## src/rtl/ahb_lite_initiator.sv

```systemverilog
// ahb_lite_initiator
//   AHB-Lite bus master. Accepts a valid/ready command stream and issues
//   pipelined single-word NONSEQ transfers. Each completed transfer produces
//   a one-cycle response pulse; for reads it carries the captured HRDATA.
//
// Ports
//   HCLK, HRESET            clock (rising edge), synchronous active-high reset
//   cmd_valid/cmd_ready     command handshake (cmd_ready mirrors HREADY)
//   cmd_write/addr/wdata    command direction, byte address, write data
//   HSEL/HADDR/HTRANS/
//   HWRITE/HSIZE/HWDATA     AHB-Lite master outputs
//   HREADY/HRDATA           AHB-Lite responder inputs
//   rsp_valid/write/rdata   completion pulse, direction and read data
//   busy                    a transfer sits in the address or data phase
module ahb_lite_initiator #(
    parameter int ADDR_W = 32,
    parameter int DATA_W = 32
) (
    input  logic              HCLK,
    input  logic              HRESET,
    input  logic              cmd_valid,
    output logic              cmd_ready,
    input  logic              cmd_write,
    input  logic [ADDR_W-1:0] cmd_addr,
    input  logic [DATA_W-1:0] cmd_wdata,
    output logic              HSEL,
    output logic [ADDR_W-1:0] HADDR,
    output logic [1:0]        HTRANS,
    output logic              HWRITE,
    output logic [2:0]        HSIZE,
    output logic [DATA_W-1:0] HWDATA,
    input  logic              HREADY,
    input  logic [DATA_W-1:0] HRDATA,
    output logic              rsp_valid,
    output logic              rsp_write,
    output logic [DATA_W-1:0] rsp_rdata,
    output logic              busy
);

    localparam logic [1:0] HTRANS_IDLE   = 2'b00;
    localparam logic [1:0] HTRANS_NONSEQ = 2'b10;
    localparam logic [2:0] HSIZE_WORD    = 3'b010;

    // Address stage
    logic              a_vld_r;
    logic              a_write_r;
    logic [ADDR_W-1:0] a_addr_r;
    logic [DATA_W-1:0] a_wdata_r;
    // Data stage
    logic              d_vld_r;
    logic              d_write_r;
    logic [DATA_W-1:0] d_wdata_r;
    // Response
    logic              rsp_valid_r;
    logic              rsp_write_r;
    logic [DATA_W-1:0] rsp_rdata_r;

    // Address stage: loads a new command on every ready edge. Address, direction
    // and data are only overwritten by a real command so HADDR/HWRITE hold when idle.
    always_ff @(posedge HCLK) begin
        if (HRESET) begin
            a_vld_r   <= 1'b0;
            a_write_r <= 1'b0;
            a_addr_r  <= {ADDR_W{1'b0}};
            a_wdata_r <= {DATA_W{1'b0}};
        end else if (HREADY) begin
            a_vld_r <= cmd_valid;
            if (cmd_valid) begin
                a_write_r <= cmd_write;
                a_addr_r  <= cmd_addr;
                a_wdata_r <= cmd_wdata;
            end
        end
    end

    // Data stage: takes over the address-stage transfer on a ready edge; the
    // write data stays put through wait states and idle cycles.
    always_ff @(posedge HCLK) begin
        if (HRESET) begin
            d_vld_r   <= 1'b0;
            d_write_r <= 1'b0;
            d_wdata_r <= {DATA_W{1'b0}};
        end else if (HREADY) begin
            d_vld_r <= a_vld_r;
            if (a_vld_r) begin
                d_write_r <= a_write_r;
                d_wdata_r <= a_wdata_r;
            end
        end
    end

    // Response: a data phase completes on a ready edge; pulse for one cycle and
    // capture read data (writes report zero). Reset drops in-flight transfers.
    always_ff @(posedge HCLK) begin
        if (HRESET) begin
            rsp_valid_r <= 1'b0;
            rsp_write_r <= 1'b0;
            rsp_rdata_r <= {DATA_W{1'b0}};
        end else if (HREADY && d_vld_r) begin
            rsp_valid_r <= 1'b1;
            rsp_write_r <= d_write_r;
            rsp_rdata_r <= d_write_r ? {DATA_W{1'b0}} : HRDATA;
        end else begin
            rsp_valid_r <= 1'b0;
        end
    end

    // Bus-facing outputs decoded from the stage registers.
    always_comb begin
        cmd_ready = HREADY;
        HSEL      = a_vld_r;
        HADDR     = a_addr_r;
        HWRITE    = a_write_r;
        HSIZE     = HSIZE_WORD;
        HWDATA    = d_wdata_r;
        rsp_valid = rsp_valid_r;
        rsp_write = rsp_write_r;
        rsp_rdata = rsp_rdata_r;
        busy      = a_vld_r | d_vld_r;
        if (a_vld_r) begin
            HTRANS = HTRANS_NONSEQ;
        end else begin
            HTRANS = HTRANS_IDLE;
        end
    end

endmodule
```

## config.mk

```make
export PLATFORM = sky130hd
export DESIGN_NAME = ahb_lite_initiator
export DESIGN_NICKNAME = d
export VERILOG_FILES = /design/src/rtl/ahb_lite_initiator.sv
export SDC_FILE = /design/constraint.sdc
export NUM_CORES = 1
export LEC_CHECK = 0
export BUFFER_PORTS_ARGS = -buffer_cell sky130_fd_sc_hd__buf_2
export CELL_PAD_IN_SITES_DETAIL_PLACEMENT = 1
export CELL_PAD_IN_SITES_GLOBAL_PLACEMENT = 2
export CORE_ASPECT_RATIO = 1.2
export CORE_MARGIN = 2
export CORE_UTILIZATION = 29
export CTS_CLUSTER_DIAMETER = 40
export CTS_CLUSTER_SIZE = 8
export DETAILED_ROUTE_END_ITERATION = 12
export GPL_ROUTABILITY_DRIVEN = 0
export PLACE_DENSITY = 0.88
export REMOVE_ABC_BUFFERS = 1
export SYNTH_ARGS = -nofsm -noshare
export SYNTH_HDL_FRONTEND = slang
export SYNTH_SLANG_ARGS = --single-unit
```

## constraint.sdc

```tcl
create_clock -name HCLK -period 1.5 [get_ports HCLK]
set_clock_uncertainty 0.1 [all_clocks]
set_input_delay 0.15 -clock HCLK [delete_from_list [all_inputs] [get_ports HCLK]]
set_output_delay 0.15 -clock HCLK [all_outputs]
set_load 0.02 [all_outputs]
```

* Yosys cells after proc, flatten, opt, wreduce, memory -nomap -nowiden
Index checks and enable logic that the tools add are counted.
** Operators by class
- Mux-type cells :: 3
- Bitwise logic cells :: 1
- Reduce and logical (&&, ||, !) cells :: 3
** Operators with widths (count)
- $mux W32 :: 1
- $reduce_and A2 Y1 :: 2
- $mux W2 :: 1
- $logic_and A1 B1 Y1 :: 1
- $mux W1 :: 1
- $or A1 B1 Y1 :: 1
** Storage, ports and cells
- Output and inout port bits :: 107
- Bits of input ports :: 101
- Register bits :: 134
- Word-level logic and storage cells :: 17

* Logic depth before layout (Yosys ltp)
- Depth after elaboration :: 2
- Depth in mapped cells :: 5
- Depth with buffers taken out :: 2

* Worst setup path after synthesis
No wires, ideal clock.
- Path type :: register to output
- From :: register a_vld_r (netlist: HSEL)
- To :: output busy
- Required time :: 1.250 ns
- Buffers on the path :: 2
- Cell stages (with the launch flop) :: 4
- Setup slack :: 0.158 ns
- Data arrival time :: 1.092 ns
- Cell sequence :: dfxtp_1 buf_2 clkbuf_1 or2_2
** Between the ends
- Longest elaborated chain between the ends :: 1
** RTL lines
- from (decl) :: line 45 : logic a_vld_r;
- from (signal assigned) :: line 67 : a_vld_r <= cmd_valid;
- $or A1 B1 Y1 :: line 119 : busy = a_vld_r | d_vld_r;
- to (decl) :: line 37 : output logic busy
No other way between the ends.

* Worst setup path in the final report
Ends and elaborated chain as after synthesis.

==> results.ini <==
[synth]
syn-mean-instance-area_um2=9.54
synth_top_family_by_area=compound AO/OA/AOI/OAI gates
synth-seq-cells=134
synth_edf_count=0
yosysMostFrequentCell=dfxtp_1
synth_fa_ha_area_share_pct=0
yosys.area.top_type_share_pct=45.3
synth_commonest_cells=dfxtp_1 (134), a21oi_1 (129), a21bo_2 (109)
yosysTopAreaCell=dfxtp_1
ys_seq_area_share_pct=45.3
synthTopCellsByArea=dfxtp_1 (45%), a21bo_2 (18%), a21oi_1 (11%)
ys.flop_type=dfxtp_1
synthSimpleGateAreaFrac_pct=13.5
netlist_instances=620
yosysUniqueCellTypes=17
yosysWarningCount=0
synth-compound-area-share_pct=33.4
muxShareOfSynthArea_pct=0.338
synth-xor-area-share_pct=0
syn_area_um2=5920
async_flop_share_pct=0

[run]
maxCapViolations=0

[timing]
hold_slack_ns=0.0475
fin_crit_sh_pct=96.2
final_max_slew_viol_count=0
min_period_ns=1.44
fin_tns_setup_ns=0
setup_viol=0
fmax_ghz=0.693
hold_violations=0
grt_setup_unrepaired=false

[floorplanning]
dieWidth_um=134
ioPinCount=208
dieArea_um2=21600
die_h_um=160
design.core.area_um2=20100
start_util_pct=29.4
fp-row-count=57

[clocking]
cts-htree-levels=4
cts_tree=done
clock_sinks=134
clk_latency_ns=0.41
cts_buffers=17
clk_path_buf_depth=2
clockRootBuffer=clkbuf_16
cts.clk_slew.worst_paths_ns=0.06

[detailed_routing]
via_per_inst=4.78
route.detailed.drc=0
avgRoutedWirePerCell_um=15.6
num_vias=5558
drt_pass1_iterations=4
drt_iter0_drc=297
wl_um=18100
ant_nets=0

[global_route]
use_met2_pct=28.1
grt_max_degree=72
antenna_found_initial=0
use_met1_pct=20.9
grt_overflow=0
grt_pass1_vias=5762
grt_util_met3_pct=4.86
grtUsageTotal_pct=16.6
grt_pass1_wl_um=29400
gr-max-usage-layer=met2

[setup_path]
crit_arrival_ns=1.19
critical-path-max-stage-delay_ns=0.38
cp.required_ns=1.25
path_buf_inv=1
path_max_fanout=5
regToRegSetupSlack_ns=0.08
crit_path_end_kind=primary output
path_cells=or2_4 -> buf_4
crit_family=flip-flops
worst_path_max_delay_cell=dfxtp_4
crit_path_start_kind=flip-flop
worstSetupPathType=reg2out

[finish]
area_growth_pct=49.9
antenna_cells=0
drive_above_1_share_pct=41.6
nFillCells=2302
fin_area_um2=8860
stdcell_count=1163
nets=987

[place]
portBuffers=203
dpl_cell_area_um2=7210
dp_cells=1032
dp.final_hpwl_um=10400

[pwr]
ir_drop_uv=692
leakage_nw=3.79
p_per_area_nw_per_um2=1050

[worst_hold_path]
hp-class=in2reg

[outcome]
status=complete, no violations

layout by cell type, fill, tap and decap left out, drive strengths merged:
cell / netlist / routed
clkinv: 0 / 2
bufinv: 0 / 4
clkbuf: 28 / 25
clkinvlp: 0 / 2
nor2: 3 / 3
dfxtp: 134 / 134
nand4b: 32 / 32
dlygate4sd3: 0 / 98
conb: 2 / 4
a21bo: 131 / 131
or2: 1 / 1
a21oi: 131 / 131
nand2: 1 / 1
nand3: 99 / 99
mux2i: 2 / 2
buf: 56 / 229
logic make-up (layout without fill, tap and decap cells):
logic type      Yosys count  after routing
compound gates          262            262
buf+inv                  84            360
flops                   134            134
mux                       2              2
other cells               2              4
simple gates            136            136
registers in the layout, summed over array words and instances, names as in the netlist:
name / flops
HADDR: 32
HSEL: 1
HWDATA: 32
HWRITE: 1
a_wdata_r: 32
d_vld_r: 1
d_write_r: 1
rsp_rdata: 32
rsp_valid: 1
rsp_write: 1
layer usage:
metal / up-vias / share of wire, %
met1: 2630 / 45
met3: 11 / 5.6
met2: 155 / 49
met5: - / 0
met4: 0 / 0.76
li1: 2762 / -
metrics by stage:
stage	util, %	total power, mW	setup slack [ns]
floorplan	-	4.10	-0.717
global placement	35.9	4.67	0.272
detailed placement	35.9	4.68	0.279
CTS	44.0	9.48	0.0102
global route	44.1	9.78	0.00441
finish	44.1	9.34	0.0568
timing repair:
action | CTS | global route
gates cloned | 0 | 1
hold buffers | 98 | 0
setup buffers | 1 | 0
resized for setup | 3 | 0
endpoints found under the hold margin | 97 | 0
endpoints found under the setup margin | 3 | 2
layout make-up:
| class | count | area (um2) | share of cell area (%) |
|---|---|---|---|
| Timing Repair Buffer | 329 | 2400 | 27.1 |
| Multi-Input combinational cell | 404 | 2810 | 31.7 |
| Clock buffer | 23 | 488 | 5.50 |
| Tap cell | 265 | 332 | 3.74 |
| Sequential cell | 134 | 2690 | 30.3 |
| Clock inverter | 8 | 145 | 1.64 |
where the power goes:
part | internal, mW | total [mW] | switching (mW)
clock | 2.95 | 4.51 | 1.56
sequential | 3.66 | 3.71 | 0.0500
combinational | 0.553 | 1.11 | 0.561
total | 7.16 | 9.34 | 2.18
worst paths after layout:
check	startpoint	endpoint	cells after the start
min reg2reg	a_wdata_r[18]	HWDATA[18]	2
min	cmd_valid	HADDR[22]	3
max	HSEL	busy	2
max reg2reg	HADDR[9]	HADDR[9]	3
worst reg2reg max path, delay by kind of cell (launching register included):
kind                   cells  cell delay [ns]
DFF                        1             0.35
AOI/OAI and AO/OA          2             0.38
buffers and inverters      1             0.55
Power figures use the tool's default switching activity.
